[src/rtl/irq_ctrl.sv]
// Interrupt controller: masked pending/overrun registers, round-robin ID offer
// over valid/ready, and an irq line with a minimum high time.
module irq_ctrl #(
  parameter int NUM_SRC       = 8,
  parameter int IRQ_HOLD_TIME = 16,
  parameter bit ERR_RESP_EN   = 1'b1,
  parameter bit IRQ_EN        = 1'b1,
  localparam int ID_W         = (NUM_SRC > 1) ? $clog2(NUM_SRC) : 1
) (
  input  logic               aclk,
  input  logic               rstn,
  input  logic [NUM_SRC-1:0] src_i,
  input  logic               mask_we_i,
  input  logic [NUM_SRC-1:0] mask_wdata_i,
  input  logic               clr_we_i,
  input  logic [NUM_SRC-1:0] clr_wdata_i,
  output logic [NUM_SRC-1:0] pending_o,
  output logic [NUM_SRC-1:0] overrun_o,
  output logic [NUM_SRC-1:0] mask_o,
  output logic               id_valid_o,
  output logic [ID_W-1:0]    id_o,
  input  logic               id_ready_i,
  output logic               irq_o
);

  localparam int CNT_W = $clog2(IRQ_HOLD_TIME + 1);

  typedef enum logic {ARB_IDLE, ARB_OFFER} arb_state_t;
  typedef enum logic {IRQ_OFF, IRQ_ON} irq_state_t;

  generate
    if (ERR_RESP_EN && IRQ_EN) begin : g_en
      logic [NUM_SRC-1:0] r_pending;
      logic [NUM_SRC-1:0] r_overrun;
      logic [NUM_SRC-1:0] r_mask;
      logic [NUM_SRC-1:0] w_eligible;
      logic [NUM_SRC-1:0] w_clr;
      logic [NUM_SRC-1:0] w_pop;
      logic [NUM_SRC-1:0] w_cleared;
      logic               w_handshake;

      arb_state_t         r_arb_state;
      arb_state_t         w_arb_state_nxt;
      logic [ID_W-1:0]    r_id;
      logic [ID_W-1:0]    w_id_nxt;
      logic [ID_W-1:0]    r_last_grant;
      logic [ID_W-1:0]    w_last_grant_nxt;
      logic [ID_W-1:0]    w_pick;
      logic [ID_W-1:0]    w_pick_hi;
      logic [ID_W-1:0]    w_pick_lo;
      logic               w_hi_found;

      irq_state_t         r_irq_state;
      irq_state_t         w_irq_state_nxt;
      logic [CNT_W-1:0]   r_cnt;
      logic [CNT_W-1:0]   w_cnt_nxt;

      assign w_eligible  = r_pending & r_mask;
      assign w_handshake = (r_arb_state == ARB_OFFER) && id_ready_i;
      assign w_clr       = clr_we_i ? clr_wdata_i : '0;
      assign w_pop       = w_handshake ? (NUM_SRC'(1) << r_id) : '0;
      assign w_cleared   = w_clr | w_pop;

      // A new event always wins over W1C or pop in the same cycle.
      always_ff @(posedge aclk or negedge rstn) begin
        if (!rstn) begin
          r_pending <= '0;
          r_overrun <= '0;
          r_mask    <= '0;
        end else begin
          r_pending <= src_i | (r_pending & ~w_cleared);
          r_overrun <= (src_i & r_pending & ~w_cleared) | (r_overrun & ~w_clr);
          if (mask_we_i) begin
            r_mask <= mask_wdata_i;
          end
        end
      end

      // Round-robin: lowest eligible index above last_grant, else lowest overall.
      always_comb begin
        w_pick_hi  = '0;
        w_pick_lo  = '0;
        w_hi_found = 1'b0;
        for (int i = NUM_SRC - 1; i >= 0; i--) begin
          if (w_eligible[i]) begin
            w_pick_lo = ID_W'(i);
            if (i > int'(r_last_grant)) begin
              w_pick_hi  = ID_W'(i);
              w_hi_found = 1'b1;
            end
          end
        end
      end

      assign w_pick = w_hi_found ? w_pick_hi : w_pick_lo;

      always_comb begin
        w_arb_state_nxt  = r_arb_state;
        w_id_nxt         = r_id;
        w_last_grant_nxt = r_last_grant;
        case (r_arb_state)
          ARB_IDLE: begin
            if (|w_eligible) begin
              w_arb_state_nxt = ARB_OFFER;
              w_id_nxt        = w_pick;
            end
          end
          ARB_OFFER: begin
            if (id_ready_i) begin
              w_arb_state_nxt  = ARB_IDLE;
              w_last_grant_nxt = r_id;
            end
          end
        endcase
      end

      always_ff @(posedge aclk or negedge rstn) begin
        if (!rstn) begin
          r_arb_state  <= ARB_IDLE;
          r_id         <= '0;
          r_last_grant <= ID_W'(NUM_SRC - 1);
        end else begin
          r_arb_state  <= w_arb_state_nxt;
          r_id         <= w_id_nxt;
          r_last_grant <= w_last_grant_nxt;
        end
      end

      // Hold counter is loaded only on the rising transition, never reloaded.
      always_comb begin
        w_irq_state_nxt = r_irq_state;
        w_cnt_nxt       = r_cnt;
        case (r_irq_state)
          IRQ_OFF: begin
            if (|w_eligible) begin
              w_irq_state_nxt = IRQ_ON;
              w_cnt_nxt       = CNT_W'(IRQ_HOLD_TIME - 1);
            end
          end
          IRQ_ON: begin
            if (r_cnt != '0) begin
              w_cnt_nxt = r_cnt - CNT_W'(1);
            end else if (!(|w_eligible)) begin
              w_irq_state_nxt = IRQ_OFF;
            end
          end
        endcase
      end

      always_ff @(posedge aclk or negedge rstn) begin
        if (!rstn) begin
          r_irq_state <= IRQ_OFF;
          r_cnt       <= '0;
        end else begin
          r_irq_state <= w_irq_state_nxt;
          r_cnt       <= w_cnt_nxt;
        end
      end

      assign pending_o  = r_pending;
      assign overrun_o  = r_overrun;
      assign mask_o     = r_mask;
      assign id_valid_o = (r_arb_state == ARB_OFFER);
      assign id_o       = r_id;
      assign irq_o      = (r_irq_state == IRQ_ON);
    end else begin : g_off
      assign pending_o  = '0;
      assign overrun_o  = '0;
      assign mask_o     = '0;
      assign id_valid_o = 1'b0;
      assign id_o       = '0;
      assign irq_o      = 1'b0;
    end
  endgenerate

endmodule
[config.mk]
export PLATFORM = sky130hd
export DESIGN_NAME = irq_ctrl
export DESIGN_NICKNAME = d
export VERILOG_FILES = /design/src/rtl/irq_ctrl.sv
export SDC_FILE = /design/constraint.sdc
export NUM_CORES = 1
export LEC_CHECK = 0
export ABC_AREA = 1
export BUFFER_PORTS_ARGS = -buffer_cell sky130_fd_sc_hd__buf_2
export CORE_MARGIN = 2
export CORE_UTILIZATION = 50
export CTS_CLUSTER_SIZE = 16
export DETAILED_ROUTE_END_ITERATION = 6
export PLACE_DENSITY = 0.84
export SYNTH_ARGS = -nofsm -noshare
export SYNTH_HDL_FRONTEND = slang
export SYNTH_SLANG_ARGS = --single-unit
[constraint.sdc]
create_clock -name aclk -period 1.5 [get_ports aclk]
set_input_delay 0.075 -clock aclk [delete_from_list [all_inputs] [get_ports aclk]]
set_output_delay 0.075 -clock aclk [all_outputs]
set_load 0.02 [all_outputs]
==> results.toml <==
[sta]
finalCritPeriodShare_pct = 94.6
relSlewSlack_pct = 72.3
min_period_ns = 1.42
hold_viol_final = 0
grt_setup_unrepaired = "yes"
whs_ns = 0.00673
fmax_ghz = 0.704
worst_pin_slew_ns = 0.415
setup_viol = 0
slew_violations = 0
finalClockSkew_ns = 0.00468

[worst_setup_path]
worst-path-buf-inv = 1
arrival_ns = 1.60
critPathMaxFanout = 6
crit_type = "flip-flop to flip-flop"
cp-end-kind = "flip-flop"
max_stage_delay_ns = 0.43
cp-start-kind = "flip-flop"
cp-startpoint = "pending_o[4]$_DFF_PN0_"
slowest_stage = "dfrtp_1"
cp_cell_sequence = "nand2_1, nand4_1, nor2_4, nand2_2, o21ai_2, inv_2, o21ai_0, o21ai_1"
path_delay_family = "simple AND/OR/NAND/NOR gates"
ff2ff_setup_slack_ns = 0.08
r2r_start = "pending_o[4]$_DFF_PN0_"
critical_path_required_ns = 1.68

[global_route]
overflow = 0
grt_use_total_pct = 23.6
grt_max_degree = 20
antenna_found_initial = 0
grt_use_met3_pct = 6.60
top_usage_layer = "met2"
grtUsageMet2_pct = 38.7
first_global_vias = 1707
grtUsageMet1_pct = 28.9
grt_pass1_wl_um = 7470

[clocking]
cts_made_buffers = 5
htree_levels = 2
clock_latency_ns = 0.29
cts-root-buf = "clkbuf_8"
clk_pin_slew_ns = 0.07
clock_path_buffers = 2
cts_tree = "built"
clock_sinks = 37

[job]
maxCapViolCount = 0

[cells_and_area]
fin_cells = 349
drive_gt1_share_pct = 36.9
diodes = 0
final_area_mm2 = 0.00246
post-route-util_pct = 68.1
nNetsFinal = 331
synthToLayoutAreaGrowth_pct = 33.2

[place]
place.gp.congestion = 0.938
placed_area_mm2 = 0.00222
io_buffers = 57
dp_cells = 329
hpwl_um = 3290

[die]
die_h_um = 64.7
rows = 22
ios = 58
start_util_pct = 51.1
core_mm2 = 0.00361
die_w_um = 64.7
die_area_mm2 = 0.00419

[worst_hold_path]
min-delay-start = "mask_wdata_i[3]"
hold_path.class = "input port to flip-flop"

[synthesis]
synthArstFlopShare_pct = 100
yosysSeqAreaShare_pct = 50.4
synth_seq_cells = 37
yosys_warnings = 0
synthCells = 223
synth_common_cells = "nand2_1, dfrtp_1, inv_1"
synth_edf_count = 0
avgSynthCellArea_um2 = 8.27
synth_top_area_share_pct = 46.1
synthTopCellsByArea = "dfrtp_1, nand2_1, mux2_2, inv_1, dfstp_2"
synth_flop_cell = "dfrtp_1"
syn_nets = 254
synth.distinct_cells = 27
syn_area_mm2 = 0.00184
synth.most_common_cell = "nand2_1"
yosysTopAreaCell = "dfrtp_1"

[run_status]
status = "finished, final reports clean"

[detailed_routing]
first_pass_iters = 4
vias_per_cell = 5.03
drt-total-wl_um = 4420
postRouteAntennaNets = 0
wl_per_cell_um = 12.7
drt_iter0_markers = 65
vias = 1755
drc = 0

[pwr]
power_density_mw_per_mm2 = 1480
power_leakage_nw = 1.25
ir_drop_uv = 830
[cell usage in the layout, fill, tap and decap left out, types with 2 or more instances in the layout]
cell / instances
nand4_1: 3
mux2_2: 8
o21ai_0: 3
clkbuf_8: 5
clkbuf_1: 2
a21oi_1: 3
o21ai_2: 2
nor2_4: 3
nor2_1: 8
buf_2: 57
dfstp_2: 3
inv_1: 21
buf_4: 5
dfrtp_1: 34
ha_1: 2
nor2_2: 4
nand2_2: 11
xor2_1: 2
o21ai_1: 14
inv_2: 6
nand2_1: 70
o311ai_1: 2
nand3_1: 12
dlygate4sd3_1: 9
nand3_2: 4
[layout make-up]
cell class	count	area [um^2]
Inverter	28	105
Multi-Input combinational cell	156	846
Sequential cell	37	930
Tap cell	48	60.1
Fill cell	285	1150
Clock buffer	7	76.3
Timing Repair Buffer	72	433
Clock inverter	1	7.51
[flip-flops by register name (all words and copies together) (netlist names)]
signal	count
overrun_o	8
irq_o	1
mask_o	8
id_o	3
pending_o	8
id_valid_o	1
g_en.r_cnt	5
g_en.r_last_grant	3
[layer usage]
layer	wire (um)	vias to the layer above	part of all wire [%]
met1	1850	825	42
li1	-	869	-
met2	2220	49	50
met5	0	-	0
met4	150	0	3.4
met3	200	12	4.5
[through the flow]
step | setup WS (ns) | setup TNS (ns) | total power, mW
2_1_floorplan | 0.143 | 0 | 2.41
3_3_place_gp | 0.110 | 0 | 2.78
3_5_place_dp | 0.0873 | 0 | 2.82
4_1_cts | 0.0606 | 0 | 3.50
5_1_grt | -0.0342 | -0.0437 | 3.91
6_report | 0.0803 | 0 | 3.63
[report_power, final]
part	internal [mW]	total [mW]	switching, mW
clock	0.328	0.671	0.343
combinational	0.562	1.45	0.885
sequential	1.26	1.51	0.245
total	2.15	3.63	1.47
[cells by family after synthesis]
kind of cell	after synthesis	share of synthesized area, %
muxes	8	4.88
DFF	37	50.4
buffers and inverters	30	6.11
xor gates and xnor gates	2	0.950
AOI/OAI and AO/OA	26	7.94
adders and majority gates	2	1.36
and+or+nand+nor	118	28.4
[repair_timing]
item	CTS	global route
setup endpoints to repair	0	4
buffers inserted	0	3
hold endpoints to repair	26	0
gates resized for setup	0	15
hold buffers	9	0
[worst paths after layout]
kind / endpoint / cells after the start
worst min-delay path: mask_o[3]$_DFFE_PN0P_ / 2
worst min register to register: overrun_o[7]$_DFF_PN0_ / 2
min in group asynchronous: overrun_o[6]$_DFF_PN0_ / 2
worst max register to register: g_en.r_cnt[2]$_DFFE_PN0P_ / 8
max in group asynchronous: g_en.r_last_grant[0]$_DFFE_PN1P_ / 3
worst max-delay path: g_en.r_cnt[2]$_DFFE_PN0P_ / 8
Power figures use the tool's default switching activity.
